[config.mk]
export PLATFORM = sky130hd
export DESIGN_NAME = wb_commit_unit
export DESIGN_NICKNAME = d
export VERILOG_FILES = /design/src/rtl/wb_pkg.sv /design/src/rtl/wb_fifo.sv /design/src/rtl/wb_commit_unit.sv
export SDC_FILE = /design/constraint.sdc
export NUM_CORES = 1
export LEC_CHECK = 0
export ABC_AREA = 1
export BUFFER_PORTS_ARGS = -buffer_cell sky130_fd_sc_hd__buf_2
export CORE_AREA = 2 2 124 126
export CTS_BUF_LIST = sky130_fd_sc_hd__clkbuf_8
export CTS_CLUSTER_DIAMETER = 30
export DETAILED_ROUTE_END_ITERATION = 16
export DIE_AREA = 0 0 126 128
export GPL_TIMING_DRIVEN = 0
export PLACE_DENSITY = 0.84
export SLEW_MARGIN = 20
export SYNTH_ARGS = -nofsm -noshare
export SYNTH_HDL_FRONTEND = slang
export SYNTH_SLANG_ARGS = --single-unit
[constraint.sdc]
create_clock -name clk -period 6.05 [get_ports clk]
set_clock_uncertainty 0.2 [all_clocks]
set_input_delay 0.9075 -clock clk [delete_from_list [all_inputs] [get_ports clk]]
set_output_delay 0.9075 -clock clk [all_outputs]
set_load 0.02 [all_outputs]
[src/rtl/wb_pkg.sv]
// -----------------------------------------------------------------------------
// wb_pkg
// Shared definitions for the write-back commit unit.
//   WB_DATA_W / WB_ADDR_W : default result data and register address widths
//   REG_ZERO              : architectural zero register (writes are dropped)
//   commit_entry_t        : one pending register-file write {rd, data}
// -----------------------------------------------------------------------------
package wb_pkg;

    localparam int WB_DATA_W = 32;
    localparam int WB_ADDR_W = 5;

    localparam logic [4:0] REG_ZERO = 5'd0;

    typedef struct packed {
        logic [WB_ADDR_W-1:0] rd;
        logic [WB_DATA_W-1:0] data;
    } commit_entry_t;

endpackage

[src/rtl/wb_fifo.sv]
// -----------------------------------------------------------------------------
// wb_fifo
// Synchronous in-order FIFO of commit entries. The storage array, per-entry
// valid bits and both pointers are exported so the parent can search every
// pending write for operand bypass.
//
// Ports:
//   clk, reset   : clock and synchronous active-high reset (control state only)
//   push, entry  : enqueue request and the entry to store at the tail
//   pop          : dequeue request; head is the entry at the read pointer
//   head         : current head entry
//   count        : number of occupied entries (0..DEPTH)
//   entries      : raw storage array, indexed by physical slot
//   valid        : per-slot occupancy
//   wr_ptr       : tail slot (next write), rd_ptr : head slot (next read)
// -----------------------------------------------------------------------------
module wb_fifo
    import wb_pkg::*;
#(
    parameter int  DEPTH   = 4,
    parameter type entry_t = commit_entry_t,
    localparam int PTR_W   = $clog2(DEPTH),
    localparam int CNT_W   = PTR_W + 1
) (
    input  logic             clk,
    input  logic             reset,
    input  logic             push,
    input  entry_t           entry,
    input  logic             pop,
    output entry_t           head,
    output logic [CNT_W-1:0] count,
    output entry_t           entries [DEPTH],
    output logic [DEPTH-1:0] valid,
    output logic [PTR_W-1:0] wr_ptr,
    output logic [PTR_W-1:0] rd_ptr
);

    logic             full;
    logic             empty;
    logic             do_push;
    logic             do_pop;
    logic [DEPTH-1:0] valid_next;

    assign full    = (count == CNT_W'(DEPTH));
    assign empty   = (count == '0);
    assign do_push = push && !full;
    assign do_pop  = pop && !empty;
    assign head    = entries[rd_ptr];

    // Storage holds data only; occupancy is tracked by valid/count, so the
    // array itself needs no reset.
    always_ff @(posedge clk) begin
        if (do_push) begin
            entries[wr_ptr] <= entry;
        end
    end

    always_comb begin
        valid_next = valid;
        if (do_pop) begin
            valid_next[rd_ptr] = 1'b0;
        end
        if (do_push) begin
            valid_next[wr_ptr] = 1'b1;
        end
    end

    // Pointers are exactly PTR_W bits wide, so DEPTH being a power of two
    // makes the increment wrap modulo DEPTH for free.
    always_ff @(posedge clk) begin
        if (reset) begin
            wr_ptr <= '0;
            rd_ptr <= '0;
            count  <= '0;
            valid  <= '0;
        end else begin
            valid <= valid_next;
            if (do_push) begin
                wr_ptr <= wr_ptr + 1'b1;
            end
            if (do_pop) begin
                rd_ptr <= rd_ptr + 1'b1;
            end
            unique case ({do_push, do_pop})
                2'b10:   count <= count + 1'b1;
                2'b01:   count <= count - 1'b1;
                default: count <= count;
            endcase
        end
    end

endmodule

[src/rtl/wb_commit_unit.sv]
// -----------------------------------------------------------------------------
// wb_commit_unit
// Write-back commit unit: owns the writer side of the register file's single
// write port. Results from the load path and the ALU/MAC path are arbitrated
// (load wins), buffered in an in-order FIFO and drained one write per cycle
// through a registered write port. A combinational bypass search lets the ID
// stage see results that have not reached the register file yet.
//
// Configuration macro: WB_BYPASS_EN
//   defined   : three bypass lookups search the output register and the FIFO
//   undefined : search removed, byp_hit*/byp_data* tied to zero
//
// Ports:
//   clk, reset                      : clock, synchronous active-high reset
//   alu_valid/ready/rd/data         : ALU/MAC result handshake
//   ld_valid/ready/rd/data          : load result handshake
//   write_enable, w_addr, w_data    : registered register-file write port
//   fifo_count                      : occupied FIFO entries
//   busy                            : pending or in-progress write exists
//   byp_addr1..3 / byp_hit1..3 /
//   byp_data1..3                    : operand bypass lookups
// -----------------------------------------------------------------------------
module wb_commit_unit
    import wb_pkg::*;
#(
    parameter int DEPTH  = 4,
    parameter int DATA_W = WB_DATA_W,
    parameter int ADDR_W = WB_ADDR_W
) (
    input  logic                     clk,
    input  logic                     reset,
    input  logic                     alu_valid,
    output logic                     alu_ready,
    input  logic [ADDR_W-1:0]        alu_rd,
    input  logic [DATA_W-1:0]        alu_data,
    input  logic                     ld_valid,
    output logic                     ld_ready,
    input  logic [ADDR_W-1:0]        ld_rd,
    input  logic [DATA_W-1:0]        ld_data,
    output logic                     write_enable,
    output logic [ADDR_W-1:0]        w_addr,
    output logic [DATA_W-1:0]        w_data,
    output logic [$clog2(DEPTH):0]   fifo_count,
    output logic                     busy,
    input  logic [ADDR_W-1:0]        byp_addr1,
    input  logic [ADDR_W-1:0]        byp_addr2,
    input  logic [ADDR_W-1:0]        byp_addr3,
    output logic                     byp_hit1,
    output logic                     byp_hit2,
    output logic                     byp_hit3,
    output logic [DATA_W-1:0]        byp_data1,
    output logic [DATA_W-1:0]        byp_data2,
    output logic [DATA_W-1:0]        byp_data3
);

    localparam int PTR_W = $clog2(DEPTH);
    localparam int CNT_W = PTR_W + 1;
    localparam logic [ADDR_W-1:0] ZERO_RD = ADDR_W'(REG_ZERO);

    typedef struct packed {
        logic [ADDR_W-1:0] rd;
        logic [DATA_W-1:0] data;
    } entry_t;

    logic             not_full;
    logic             push;
    logic             pop;
    entry_t           push_entry;
    entry_t           head;
    entry_t           fifo_entries [DEPTH];
    logic [DEPTH-1:0] fifo_valid;
    logic [PTR_W-1:0] wr_ptr;
    logic [PTR_W-1:0] rd_ptr;

    // Readiness depends only on registered occupancy and ld_valid, never on
    // alu_valid. No pass-through when full, even if the same edge pops.
    assign not_full  = (fifo_count != CNT_W'(DEPTH));
    assign ld_ready  = not_full;
    assign alu_ready = not_full && !ld_valid;

    // A handshake to the zero register completes but stores nothing.
    always_comb begin
        push_entry = '{rd: alu_rd, data: alu_data};
        push       = alu_valid && alu_ready && (alu_rd != ZERO_RD);
        if (ld_valid) begin
            push_entry = '{rd: ld_rd, data: ld_data};
            push       = ld_ready && (ld_rd != ZERO_RD);
        end
    end

    assign pop = (fifo_count != '0);

    wb_fifo #(
        .DEPTH   (DEPTH),
        .entry_t (entry_t)
    ) u_fifo (
        .clk     (clk),
        .reset   (reset),
        .push    (push),
        .entry   (push_entry),
        .pop     (pop),
        .head    (head),
        .count   (fifo_count),
        .entries (fifo_entries),
        .valid   (fifo_valid),
        .wr_ptr  (wr_ptr),
        .rd_ptr  (rd_ptr)
    );

    // ---- write-port register: head popped on this edge drives the next cycle
    always_ff @(posedge clk) begin
        if (reset) begin
            write_enable <= 1'b0;
            w_addr       <= '0;
            w_data       <= '0;
        end else begin
            write_enable <= pop;
            if (pop) begin
                w_addr <= head.rd;
                w_data <= head.data;
            end
        end
    end

    assign busy = (fifo_count != '0) || write_enable;

    logic unused_wr_ptr;
    assign unused_wr_ptr = ^wr_ptr;

`ifdef WB_BYPASS_EN
    logic [ADDR_W-1:0] look_addr [3];
    logic              look_hit  [3];
    logic [DATA_W-1:0] look_data [3];

    assign look_addr[0] = byp_addr1;
    assign look_addr[1] = byp_addr2;
    assign look_addr[2] = byp_addr3;

    // Search oldest to youngest and let later matches overwrite earlier ones:
    // output register first, then FIFO slots in age order from the head.
    // Valid slots are contiguous from rd_ptr, so the last match is youngest.
    always_comb begin
        logic [PTR_W-1:0] idx;
        idx = '0;
        for (int n = 0; n < 3; n++) begin
            look_hit[n]  = 1'b0;
            look_data[n] = '0;
            if (look_addr[n] != ZERO_RD) begin
                if (write_enable && (w_addr == look_addr[n])) begin
                    look_hit[n]  = 1'b1;
                    look_data[n] = w_data;
                end
                for (int k = 0; k < DEPTH; k++) begin
                    idx = rd_ptr + PTR_W'(k);
                    if (fifo_valid[idx] && (fifo_entries[idx].rd == look_addr[n])) begin
                        look_hit[n]  = 1'b1;
                        look_data[n] = fifo_entries[idx].data;
                    end
                end
            end
        end
    end

    assign byp_hit1  = look_hit[0];
    assign byp_hit2  = look_hit[1];
    assign byp_hit3  = look_hit[2];
    assign byp_data1 = look_data[0];
    assign byp_data2 = look_data[1];
    assign byp_data3 = look_data[2];
`else
    // Without the search, ID stalls on busy; lookup inputs and the exported
    // FIFO state are intentionally left unconsumed.
    logic [ADDR_W+DATA_W-1:0] unused_entries;
    logic                     unused_byp;

    always_comb begin
        unused_entries = '0;
        for (int k = 0; k < DEPTH; k++) begin
            unused_entries = unused_entries ^ fifo_entries[k];
        end
    end

    assign unused_byp = ^{unused_entries, fifo_valid, rd_ptr,
                          byp_addr1, byp_addr2, byp_addr3};

    assign byp_hit1  = 1'b0;
    assign byp_hit2  = 1'b0;
    assign byp_hit3  = 1'b0;
    assign byp_data1 = '0;
    assign byp_data2 = '0;
    assign byp_data3 = '0;
`endif

endmodule

Yosys cells after proc, flatten, opt, wreduce, memory -nomap -nowiden --
Index checks and enable logic that the tools add are counted.
Operators by class: $add $sub $neg 4, magnitude comparators 3, equal/unequal tests 4, muxes and demuxes 9, bitwise gates (word level) 2, reduce and logical (&&, ||, !) cells 16
Operator list (number):
- $bwmux W148 | 1
- $mux W37 | 4
- $bmux W37 S2 | 1
- $demux W37 S2 | 1
- $reduce_bool A5 Y1 | 2
- $logic_and A1 B1 Y1 | 7
- $ge A3 B3 Y1 const B | 2
- $not A2 Y3 | 2
- $pmux W3 S2 | 1
- $add A2 B1 Y2 const B | 2
- $add A3 B1 Y3 const B | 1
- $eq A3 B3 Y1 const B | 1
- $logic_not A1 Y1 | 3
- $logic_not A3 Y1 | 1
- $lt A3 B1 Y1 const B | 1
- $ne A3 B3 Y1 const B | 1
- $reduce_bool A3 Y1 | 1
- $sub A3 B1 Y3 const B | 1
- $eq A2 B1 Y1 const B | 1
- $eq A2 B2 Y1 const B | 1
- $reduce_bool A2 Y1 | 1
- $logic_or A1 B1 Y1 | 1
- $mux W1 | 1
Word-level totals: register bits 193, input bits 93, output and inout port bits 143, word-level logic and storage cells 52

Logic depth before layout (Yosys ltp) --
Gate-level depths: netlist of run 1.
word-level depth 8, depth in mapped cells 10, depth with buffers taken out 10

Cells and area by module --
Synthesis of run 1 repeated with hierarchy kept, for this count alone.
Second synthesis, totals: cell total of the unflattened synthesis 767, area, all modules 8724.6 µm²
By module, submodules not included:
- wb_fifo | times used 1, cells each 439, area each 6093.3 µm², seq. area each 4664.5 µm²
- wb_commit_unit | times used 1, cells each 328, area each 2631.3 µm², seq. area each 760.7 µm²

Least setup slack after synthesis of run 1 --
No wires, ideal clock.
kind input to register, start point in ld_valid, end point reg u_fifo.entries[0] (netlist bit) (enable), library setup time 432 ps, arrival time 2999 ps, data required time 5418 ps, setup slack 2420 ps, stages 6, buffers on the path 1, path through inv_2 nor2_2 nand3_1 nand3_2 buf_6 nor2_1
Between the ends: cells in the longest elaborated chain, start to end 6
RTL lines:
- start, declared | RTL line wb_commit_unit.sv:36 | input logic ld_valid,
- $logic_not A1 Y1 | RTL line wb_commit_unit.sv:79 | assign alu_ready = not_full && !ld_valid;
- $logic_and A1 B1 Y1 | RTL line wb_commit_unit.sv:79
- $logic_and A1 B1 Y1 (2 in a row) | RTL line wb_commit_unit.sv:84 | push = alu_valid && alu_ready && (alu_rd != ZERO_RD);
- $mux W1 * | RTL line wb_commit_unit.sv:85 | if (ld_valid) begin
- $logic_and A1 B1 Y1 * | RTL line wb_fifo.sv:46 | assign do_push = push && !full;
- end signal, assigned by index | RTL line wb_fifo.sv:54 | entries[wr_ptr] <= entry;
- end, declared | RTL line wb_fifo.sv:32 | output entry_t entries [DEPTH],
Every way passes the cells marked *; elsewhere a longest branch is shown, timed or not. A chain may end at the register's enable or synchronous reset.

Worst setup path after layout of run 1 --
start point in ld_valid, end point out alu_ready
Between the ends: cells in the longest elaborated chain, start to end 2
RTL lines:
- $logic_not A1 Y1 | RTL line wb_commit_unit.sv:79
- $logic_and A1 B1 Y1 | RTL line wb_commit_unit.sv:79
- end, declared | RTL line wb_commit_unit.sv:33 | output logic alu_ready,
Every way passes these cells.

==> results of run 1 <==
## critical path: stages
cell and delay (ps):
buf_2 110, clkbuf_1 500, buf_2 410, nor2_1 80, buf_2 160
## path summary, 6_finish.rpt
kind	end	slack [ps]	depth (start not counted)
setup / recovery	alu_ready	2770	5
hold reg to reg	u_fifo.count[1]	350	2
setup reg to reg	u_fifo.entries[127]	3650	6
hold / removal	u_fifo.count[1]	350	2
## registers in the layout, summed over array words and instances, names as in the netlist
signal,flops
u_fifo.entries,148
w_data,32
w_addr,5
u_fifo.count,3
u_fifo.rd_ptr,2
u_fifo.wr_ptr,2
write_enable,1
## cells by family after synthesis
kind of cell / synth area share
adder cells (fa/ha/maj): 0.00812
other: 0.000435
buffers and inverters: 0.135
flip-flops: 0.620
AO/OA/AOI/OAI: 0.111
multiplexers: 0.0429
AND/OR/NAND/NOR: 0.0821
## report_power, final
part | internal (mW) | switching [mW] | leakage [nW] | total (mW)
logic | 0.644 | 1.19 | 2.78 | 1.83
registers | 1.79 | 0.111 | 1.75 | 1.90
clock network | 0.346 | 0.482 | 0.204 | 0.828
## per-layer routing
metal	track usage	part of all wire
met1	0.293	0.40
met2	0.379	0.50
met3	0.0626	0.073
met4	0.0705	0.018
met5	0	0
## layout by cell type (no fill, tap or decap), drive strengths merged
cell / synthesis / routed
a21oi: 6 / 6
buf: 123 / 248
bufinv: 0 / 1
clkbuf: 16 / 33
clkinv: 0 / 5
conb: 1 / 99
dfxtp: 45 / 45
edfxtp: 148 / 148
fa: 1 / 1
ha: 4 / 4
inv: 54 / 63
mux2i: 37 / 37
nand2: 110 / 110
nand3: 4 / 4
nand4: 3 / 3
nor2: 62 / 62
o21ai: 79 / 79
o21bai: 37 / 37
o22ai: 37 / 37
or2: 1 / 1
## final cells by class
| type | instances | area (um^2) |
|---|---|---|
| buffer | 139 | 963 |
| clock buffer | 17 | 234 |
| clock inverter | 15 | 163 |
| fill | 1107 | 4490 |
| inverter | 54 | 203 |
| multi-input combinational | 480 | 2510 |
| sequential | 193 | 5350 |
| tap | 188 | 235 |
| timing repair buffer | 125 | 716 |
==> results.tsv, run 1 <==
stage	metric	value	unit
yosys	Post-Syn Area per Cell	11.2	um^2
clock_network	Clock Sinks	193	
pwr	worst vdd ir	246	uV
placed_design	Cell Count Post-Placement	1179	
critical_path	CP arrival	2170	ps
cells_and_area	Design Area, Final	10400	um^2
cells_and_area	ant diodes	0	
grt	GR Overflow Total	0	
yosys	Area contributors post-synth	edfxtp_1 (52%), dfxtp_1 (10%), buf_4 (9.1%)	
clock_network	Worst-Skew Late Latency	480	ps
cells_and_area	layout cells sized above 1	0.297	
critical_path	Worst Setup Start Kind	input pin	
grt	vias in the first global route	5497	
route	Routed WL per cell	15.1	um
placed_design	Post-DP Area	9970	um^2
status	status	completed	
sta	FMAX	305	MHz
clock_network	total CTS buffers	17	
cells_and_area	Layout Nets	1108	
pwr	Power Total	4.56	mW
floorplanning	Core Area	14900	um^2
placed_design	GPL Wtd Cong	0.773	
critical_path	crit-path max FO	10	
yosys	ys flop type	edfxtp_1	
grt	initial antenna violation count	0	
yosys	most frequent cell after synthesis	edfxtp_1	
route	via count	5979	
yosys	Post-synth ARST share	0	
pwr	PwrDens	440	nW/um^2
yosys	Synth top area share	0.515	
floorplanning	Die H	128	um
critical_path	worst setup path class	in -> out	
sta	worst hold margin	349	ps
floorplanning	Core Rows	45	
sta	Final Hold Viols	0	
sta	Slew headroom	0.498	
critical_path	CP required	4940	ps
clock_network	clk root buf	clkbuf_8	
sta	Final Cycle Share	0.542	
route	Total Routed Length	18300	um
floorplanning	Ports	236	
route	1st-iter DRT viols	524	
yosys	most common library cells after synthesis	edfxtp_1 (148), nand2_1 (110), buf_4 (104)	
yosys	Post-synth EDFFs	148	
yosys	Synth Instances	768	
route	DRC	0	
critical_path	CP startpoint	ld_valid	
critical_path	Critical Path End Type	primary output	
route	Vias per Instance	4.94	
yosys	synthesized area	8620	um^2
yosys	Seq/Total Area, Yosys	0.620	
yosys	biggest area consumer among synthesized cells	edfxtp_1	
cells_and_area	Util after Layout	0.698	
sta	slew at the pin closest to its max-slew limit	752	ps
clock_network	CTS tree	yes	
cells_and_area	Area growth syn-to-layout	20.2	%
clock_network	post_cts resized	0	
sta	final setup TNS	0	ps
sta	Slew Viols, Final	0	
yosys	post-synthesis cell type count	28	
clock_network	clk slew on worst S/H paths	90	ps
clock_network	CTS Buffer Depth	2	
clock_network	Setup Fix Bufs, Post-CTS	0	
sta	setup ws final	2770	ps
cells_and_area	fin cells	1211	
route	antenna viol nets, final	0	
worst_hold_path	worst hold path class	reg -> reg	
placed_design	placed wire-length estimate	12400	um
grt	first-pass GRT wire length	27900	um
pwr	Leak	4.73	nW
yosys	Synth Register Bits	193	
grt	largest net degree at the start of global routing	23	
critical_path	RR Startpoint	u_fifo.count[0]	
clock_network	hold_buf cts	0	
sta	unrepaired setup endpoints after global routing	no	
floorplanning	die span in x	126	um
sta	final setup violation count	0	
placed_design	pre-CTS setup slack	2850	ps
route	DR pass1 iterations	5	
job	max-cap violations	0	
yosys	Yosys Warn Count	0	
floorplanning	DIE AREA	16100	um^2
clock_network	H-tree Lvls	4	
sta	minimum clock period	3280	ps
floorplanning	Initial Util	0.580	
placed_design	IO Port Bufs	121	
worst_hold_path	Hold Path Origin	u_fifo.count[1]	
grt	GRT Util Overall	0.227	
Power figures use the tool's default switching activity.
==> inputs of run 2 (changes only) <==
--- a/config.mk
+++ b/config.mk
@@ -7,13 +7,13 @@
 export LEC_CHECK = 0
 export ABC_AREA = 1
 export BUFFER_PORTS_ARGS = -buffer_cell sky130_fd_sc_hd__buf_2
-export CORE_AREA = 2 2 124 126
+export CORE_AREA = 2 2 130 132
 export CTS_BUF_LIST = sky130_fd_sc_hd__clkbuf_8
 export CTS_CLUSTER_DIAMETER = 30
 export DETAILED_ROUTE_END_ITERATION = 16
-export DIE_AREA = 0 0 126 128
+export DIE_AREA = 0 0 132 134
 export GPL_TIMING_DRIVEN = 0
-export PLACE_DENSITY = 0.84
+export PLACE_DENSITY = 0.77
 export SLEW_MARGIN = 20
 export SYNTH_ARGS = -nofsm -noshare
 export SYNTH_HDL_FRONTEND = slang
==> constraint.sdc (replaced) <==
create_clock -name clk -period 3.1 [get_ports clk]
set_clock_uncertainty 0.2 [all_clocks]
set_input_delay 0.465 -clock clk [delete_from_list [all_inputs] [get_ports clk]]
set_output_delay 0.465 -clock clk [all_outputs]
set_load 0.02 [all_outputs]
==> run 2 against run 1 <==
  * Sequential power up 95%
  * Final area up 0.62%
  * Hold slack lost 210 ps
  * Final cell count is 2.7% higher
  * Critical path depth is 2 higher
==> results.tsv, run 2 (same netlist as run 1, synthesis figures left out) <==
stage	metric	value	unit	change
clock_network	Worst-Skew Late Latency	460	ps	-20 ps
cells_and_area	Fillers	1306		+18%
cells_and_area	Design Area, Final	10400	um^2	+0.62%
placed_design	Post-DP Area	10000	um^2	+0.25%
pwr	cell-internal power	5.61	mW	+100%
pwr	PwrDens	860	nW/um^2	+95%
floorplanning	Die H	134	um	+4.7%
critical_path	reg2reg setup slack	660	ps	-2990 ps
pwr	Leak	4.74	nW	about the same
critical_path	worst setup path class	reg -> out		
critical_path	Critical Path End Type	primary output		
pwr	combinational share of power	0.398		-0.004
clock_network	clk slew on worst S/H paths	90	ps	about the same
worst_hold_path	Hold Crit Depth	3		+1
critical_path	worst path cell trace	nor2_2, inv_2, nor2_4, inv_2, buf_2, or2_2, buf_2		
grt	vias in the first global route	5599		+1.9%
clock_network	CTS tree	yes		
route	antenna viol nets, final	0		unchanged
critical_path	crit-path max FO	10		unchanged
floorplanning	Core Area	16300	um^2	+9.6%
grt	initial antenna violation count	0		unchanged
pwr	switch share	0.375		-0.0160
clock_network	clk root buf	clkbuf_8		
placed_design	Cell Count Post-Placement	1211		+2.7%
cells_and_area	most frequent cells in the layout	edfxtp_1 (148), buf_2 (131), nand2_1 (110)		
route	DRC	0		unchanged
route	1st-iter DRT viols	549		+4.8%
critical_path	CP required	2430	ps	-2510 ps
pwr	worst vdd ir	672	uV	+170%
cells_and_area	fin cells	1244		+2.7%
pwr	Sequential Power Share	0.413		-0.004
placed_design	IO Port Bufs	121		unchanged
floorplanning	Core Rows	47		+4.4%
cells_and_area	Regs by FF count	u_fifo.entries x148, w_data x32, w_addr x5		
critical_path	Worst Setup Start Kind	flop		
sta	worst hold margin	135	ps	-214 ps
route	Routed WL per cell	14.8	um	-2.3%
sta	final setup TNS	0	ps	unchanged
cells_and_area	layout cells sized above 1	0.294		-0.00322
cells_and_area	Util after Layout	0.641		-0.0571
clock_network	H-tree Lvls	4		unchanged
critical_path	R2R Path End	u_fifo.entries[16]		
critical_path	Worst R2R Path Depth	6		unchanged
clock_network	Clock Sinks	193		unchanged
grt	first-pass GRT wire length	28300	um	+1.7%
floorplanning	die span in x	132	um	+4.8%
pwr	Clk pwr share	0.189		+0.008
critical_path	slowest stage delay, CP	380	ps	-120 ps
grt	largest net degree at the start of global routing	22		-4.3%
cells_and_area	Area growth syn-to-layout	21.0	%	
sta	unrepaired setup endpoints after global routing	no		
worst_hold_path	worst hold path class	in -> reg		
floorplanning	DIE AREA	17700	um^2	+9.7%
route	Vias per Instance	4.70		-4.7%
cells_and_area	Layout Nets	1109		+0.090%
critical_path	CP startpoint	u_fifo.count[0]		
pwr	sw power	3.36	mW	+89%
sta	Final Hold Viols	0		unchanged
clock_network	total CTS buffers	17		unchanged
cells_and_area	register with the most flip-flops	u_fifo.entries		
worst_hold_path	Hold EP	u_fifo.entries[140]		
sta	Slew headroom	0.516		+0.0183
critical_path	RR Startpoint	u_fifo.count[0]		
placed_design	GPL Wtd Cong	0.807		+4.4%
cells_and_area	max reg flops	148		unchanged
worst_hold_path	Hold Path Origin	alu_data[29]		
critical_path	CP max-delay cell	dfxtp_1		
sta	final setup violation count	0		unchanged
cells_and_area	ant diodes	0		unchanged
placed_design	placed wire-length estimate	12500	um	+1.3%
clock_network	CTS Buffer Depth	2		unchanged
placed_design	pre-CTS setup slack	470	ps	-2380 ps
sta	slew at the pin closest to its max-slew limit	724	ps	-27.4 ps
clock_network	Setup Fix Bufs, Post-CTS	0		unchanged
status	status	completed		
pwr	Power Total	8.97	mW	+97%
sta	setup ws final	430	ps	-2340 ps
job	max-cap violations	0		unchanged
critical_path	CP arrival	2000	ps	-170 ps
route	DR pass1 iterations	7		+2
sta	minimum clock period	2670	ps	
cells_and_area	most common cell after layout, fill and taps aside	edfxtp_1		
sta	FMAX	375	MHz	
grt	GRT Util Overall	0.209		-0.0183
floorplanning	Initial Util	0.529		-0.0508
sta	Slew Viols, Final	0		unchanged
grt	GR Overflow Total	0		unchanged
sta	Final Cycle Share	0.861		
route	Total Routed Length	18400	um	+0.34%
floorplanning	Ports	236		unchanged
route	via count	5853		-2.1%
-- run 2: cell types whose count changed in the layout (fill, tap and decap cells not counted), sizes merged --
cell         before  now
bufinv            1    3
clkbuf           33   37
clkinv            5    2
clkinvlp          0    4
dlygate4sd3       0    1
inv              63   56
-- run 2: how the worst max path moves through the flow --
stage / endpoint / slack [ps] / cells past startpoint
floorplan: u_fifo.entries[0] / -160 / 5
global placement: u_fifo.entries[86] / -1560 / 7
detailed placement: u_fifo.entries[12] / 470 / 8
CTS: busy / 420 / 7
global route: busy / 320 / 7
finish: busy / 430 / 7
-- run 2: what timing repair did --
| item | CTS | global route |
|---|---|---|
| endpoints found under the setup margin | 0 | 0 |
| hold buffers | 1 | 0 |
| resized for setup | 0 | 0 |
| hold endpoints to repair | 1 | 0 |
-- run 2: cell type report --
type | instances | area (um^2) | share of cell area
clock inverters | 11 | 136 | 0.0131
well taps | 220 | 275 | 0.0264
flip-flops and latches | 193 | 5350 | 0.512
inverters | 54 | 203 | 0.0194
multi-input cells | 480 | 2510 | 0.241
clock buffers | 21 | 289 | 0.0277
plain buffers | 139 | 963 | 0.0923
repair buffers | 126 | 711 | 0.0681
-- run 2: critical path: cells and delay by family, from the launching register on --
family / cells / cell delay (ps)
AND/OR/NAND/NOR: 3 / 610
flip-flops: 1 / 380
buffers and inverters: 4 / 560
-- run 2: power by group through the flow --
stage | combinational, mW | sequential [mW] | clock [mW]
global route | 3.90 | 3.77 | 1.82
floorplan | 2.20 | 3.99 | 0
detailed placement | 3.57 | 3.76 | 0
CTS | 3.59 | 3.71 | 1.72
finish | 3.57 | 3.71 | 1.69
global placement | 3.40 | 3.79 | 0
-- run 2: routing by layer --
metal  global-route usage  vias up  share of wire
met5                    0        -              0
met2                0.370      189           0.51
met3               0.0397       14          0.060
met1                0.258     2732           0.42
met4               0.0713        0          0.012
li1                     -     2918              -
==> inputs of run 3 (changes only) <==
--- a/config.mk
+++ b/config.mk
@@ -5,13 +5,13 @@
 export SDC_FILE = /design/constraint.sdc
 export NUM_CORES = 1
 export LEC_CHECK = 0
-export ABC_AREA = 1
+export ABC_AREA = 0
 export BUFFER_PORTS_ARGS = -buffer_cell sky130_fd_sc_hd__buf_2
-export CORE_AREA = 2 2 130 132
+export CORE_AREA = 2 2 128 130
 export CTS_BUF_LIST = sky130_fd_sc_hd__clkbuf_8
 export CTS_CLUSTER_DIAMETER = 30
 export DETAILED_ROUTE_END_ITERATION = 16
-export DIE_AREA = 0 0 132 134
+export DIE_AREA = 0 0 130 132
 export GPL_TIMING_DRIVEN = 0
 export PLACE_DENSITY = 0.77
 export SLEW_MARGIN = 20
==> run 3 against run 2 <==
  * Core utilization increased by 0.058 points
  * Non-clock buffer count decreased by 15
  * Final cell count down 17%
  * Routed wire length down 8.7%
  * Area after synthesis down 3.5%
  * Hold slack worse by 11 ps
  * Total power is 7.0% lower
==> results.tsv, run 3 <==
stage	metric	value	unit	change
worst_hold_path	worst hold path class	in -> reg		
clock_network	H-tree Lvls	4		unchanged
sta	unrepaired setup endpoints after global routing	no		
critical_path	CP max-delay cell	clkbuf_1		
yosys	Post-synth ARST share	0		unchanged
route	Total Routed Length	16800	um	-8.7%
sta	final setup violation count	0		unchanged
yosys	ys flop type	edfxtp_1		
sta	worst hold margin	123	ps	-11.5 ps
sta	Slew Viols, Final	0		unchanged
pwr	worst vdd ir	337	uV	-50%
pwr	combinational share of power	0.371		-0.027
critical_path	crit-path max FO	10		unchanged
yosys	Post-synth EDFFs	148		unchanged
floorplanning	die span in x	130	um	-1.5%
critical_path	slowest stage delay, CP	520	ps	+140 ps
sta	slew at the pin closest to its max-slew limit	620	ps	-105 ps
yosys	most frequent cell after synthesis	edfxtp_1		
cells_and_area	Area growth syn-to-layout	21.0	%	about the same
yosys	Synth Instances	557		-27%
critical_path	Bufs and invs on worst path	2		-2
yosys	Post-Syn Area per Cell	14.9	um^2	+33%
status	status	completed		
route	Vias per Instance	4.79		+1.7%
worst_hold_path	Hold EP	u_fifo.wr_ptr[1]		
grt	initial antenna violation count	1		+1
critical_path	Critical Path End Type	primary output		
sta	final setup TNS	0	ps	unchanged
critical_path	worst path cell trace	nor3_1, clkbuf_1, nand2b_1, buf_2		
sta	Final Cycle Share	0.898		+0.0372
pwr	PwrDens	828	nW/um^2	-3.7%
critical_path	R2R Path End	u_fifo.count[2]		
critical_path	RR Startpoint	u_fifo.count[2]		
critical_path	worst setup path class	reg -> out		
floorplanning	DIE AREA	17200	um^2	-3.0%
floorplanning	Die H	132	um	-1.5%
cells_and_area	Regs by FF count	u_fifo.entries x148, w_data x32, w_addr x5		
sta	FMAX	359	MHz	-4.1%
placed_design	IO Port Bufs	121		unchanged
yosys	synthesized area	8330	um^2	-3.5%
placed_design	placed wire-length estimate	11900	um	-5.3%
route	via count	4919		-16%
route	Routed WL per cell	16.3	um	+10%
yosys	Area contributors post-synth	edfxtp_1 (53%), dfxtp_1 (11%), mux4_2 (10%)		
grt	vias in the first global route	4934		-12%
grt	largest net degree at the start of global routing	22		unchanged
pwr	Clk pwr share	0.191		+0.002
cells_and_area	Layout Nets	897		-19%
critical_path	CP required	2430	ps	about the same
yosys	Synth Register Bits	193		unchanged
clock_network	Worst-Skew Late Latency	450	ps	about the same
floorplanning	Initial Util	0.530		about the same
grt	first-pass GRT wire length	25400	um	-10%
cells_and_area	Util after Layout	0.641		about the same
clock_network	CTS Buffer Depth	2		unchanged
critical_path	Worst Setup Start Kind	flop		
yosys	Seq/Total Area, Yosys	0.642		+0.0222
critical_path	CP arrival	2120	ps	+120 ps
route	DRC	0		unchanged
cells_and_area	layout cells sized above 1	0.430		+0.136
cells_and_area	ant diodes	0		unchanged
placed_design	Post-DP Area	9690	um^2	-3.1%
worst_hold_path	Hold Path Origin	reset		
critical_path	Worst R2R Path Depth	8		+2
grt	GR Overflow Total	0		unchanged
floorplanning	Ports	236		unchanged
yosys	biggest area consumer among synthesized cells	edfxtp_1		
cells_and_area	register with the most flip-flops	u_fifo.entries		
clock_network	Clock Sinks	193		unchanged
pwr	Sequential Power Share	0.438		+0.025
yosys	Synth top area share	0.534		+0.0184
pwr	sw power	2.93	mW	-13%
cells_and_area	Design Area, Final	10100	um^2	-3.5%
clock_network	hold_buf cts	0		-1
sta	Final Hold Viols	0		unchanged
grt	GRT Util Overall	0.197		-0.0117
clock_network	total CTS buffers	17		unchanged
placed_design	GPL Wtd Cong	0.699		-13%
pwr	switch share	0.351		-0.0238
sta	Slew headroom	0.587		+0.0710
floorplanning	Core Area	15700	um^2	-3.5%
critical_path	reg2reg setup slack	330	ps	-330 ps
yosys	post-synthesis cell type count	32		+14%
job	max-cap violations	0		unchanged
route	DR pass1 iterations	4		-3
yosys	most common library cells after synthesis	edfxtp_1 (148), buf_4 (101), nand2_1 (77)		
critical_path	Crit path max-delay family	buffers and inverters		
pwr	cell-internal power	5.42	mW	-3.5%
route	1st-iter DRT viols	242		-56%
route	antenna viol nets, final	0		unchanged
sta	minimum clock period	2790	ps	+115 ps
cells_and_area	Fillers	1208		-7.5%
clock_network	CTS tree	yes		
cells_and_area	most frequent cells in the layout	edfxtp_1 (148), buf_2 (129), buf_4 (101)		
clock_network	clk root buf	clkbuf_8		
floorplanning	Core Rows	46		-2.1%
pwr	Leak	4.10	nW	-13%
clock_network	clk slew on worst S/H paths	90	ps	about the same
cells_and_area	most common cell after layout, fill and taps aside	edfxtp_1		
yosys	Yosys Warn Count	0		unchanged
cells_and_area	max reg flops	148		unchanged
worst_hold_path	Hold Crit Depth	3		unchanged
-- run 3: changes by cell type after synthesis, moves of 30 or more --
cell,change
o21ai_0,-65
mux2_2,+37
mux4_2,+37
o22ai_1,-37
mux2i_1,-36
nor2_1,-53
o21bai_1,-30
nand2_1,-33
inv_1,-39
a21oi_1,+34
-- run 3: cell families after synthesis --
family                   after synthesis  share of synthesized area
other                                  1                   0.000450
flip-flops                           193                      0.642
AND/OR/NAND/NOR                      101                     0.0518
buffers and inverters                129                      0.105
AO/OA/AOI/OAI                         50                     0.0365
multiplexers                          77                      0.155
adder cells (fa/ha/maj)                5                    0.00842
XOR/XNOR                               1                    0.00105
-- run 3: power by group through the flow --
| stage | logic (mW) | registers [mW] | clock network, mW |
|---|---|---|---|
| 6_report | 3.10 | 3.65 | 1.60 |
| 5_1_grt | 3.36 | 3.71 | 1.73 |
| 4_1_cts | 3.14 | 3.66 | 1.62 |
| 3_5_place_dp | 3.13 | 3.71 | 0 |
| 3_3_place_gp | 2.99 | 3.70 | 0 |
| 2_1_floorplan | 1.84 | 3.98 | 0 |
-- run 3: worst max path at each step --
| stage | end | start | slack (ps) | cells after the start |
|---|---|---|---|---|
| after floorplan | u_fifo.count[2] | alu_rd[1] | 310 | 8 |
| after global placement | u_fifo.entries[92] | ld_valid | -440 | 5 |
| after detailed placement | u_fifo.count[2] | alu_rd[1] | -30 | 9 |
| after CTS | u_fifo.count[2] | u_fifo.count[2] | 130 | 8 |
| after global routing | u_fifo.count[2] | u_fifo.count[2] | 140 | 8 |
| final | busy | u_fifo.count[2] | 310 | 4 |
-- run 3: layout make-up --
type                            count  area, um^2  share of cell area
Buffer                            125         860              0.0853
Clock buffer                       17         234              0.0232
Clock inverter                     15         153              0.0152
Inverter                            4        15.0             0.00149
Multi-Input combinational cell    333        2480               0.246
Sequential cell                   193        5350               0.531
Tap cell                          216         270              0.0268
Timing Repair Buffer              125         716              0.0710
-- run 3: what timing repair did --
item / CTS / global route
resized for setup: 0 / 2
endpoints found under the setup margin: 0 / 1
setup buffers: 0 / 0
-- run 3: per-stage QoR --
step                total power, mW  setup WS, ps  cells
floorplan                      5.83           307    655
global placement               6.69          -439    992
detailed placement             6.85         -26.3    996
CTS                            8.42           125   1028
global route                   8.80           139   1028
finish                         8.34           315   1028
-- run 3: worst register-to-register path, stage by stage, from the launching register on --
cell and delay, ps:
dfxtp_1 480, or3_1 160, clkbuf_1 280, clkbuf_2 330
nand2b_1 120, fa_1 420, or2_2 300, a211oi_1 260
a2111oi_2 90
-- run 3: per-layer routing --
layer  vias up  track usage  share of wire
met3        25       0.0455          0.067
met5         -            0        0.00024
met1      2360        0.232           0.39
li1       2315            -              -
met2       217        0.353           0.53
met4         2       0.0675          0.014
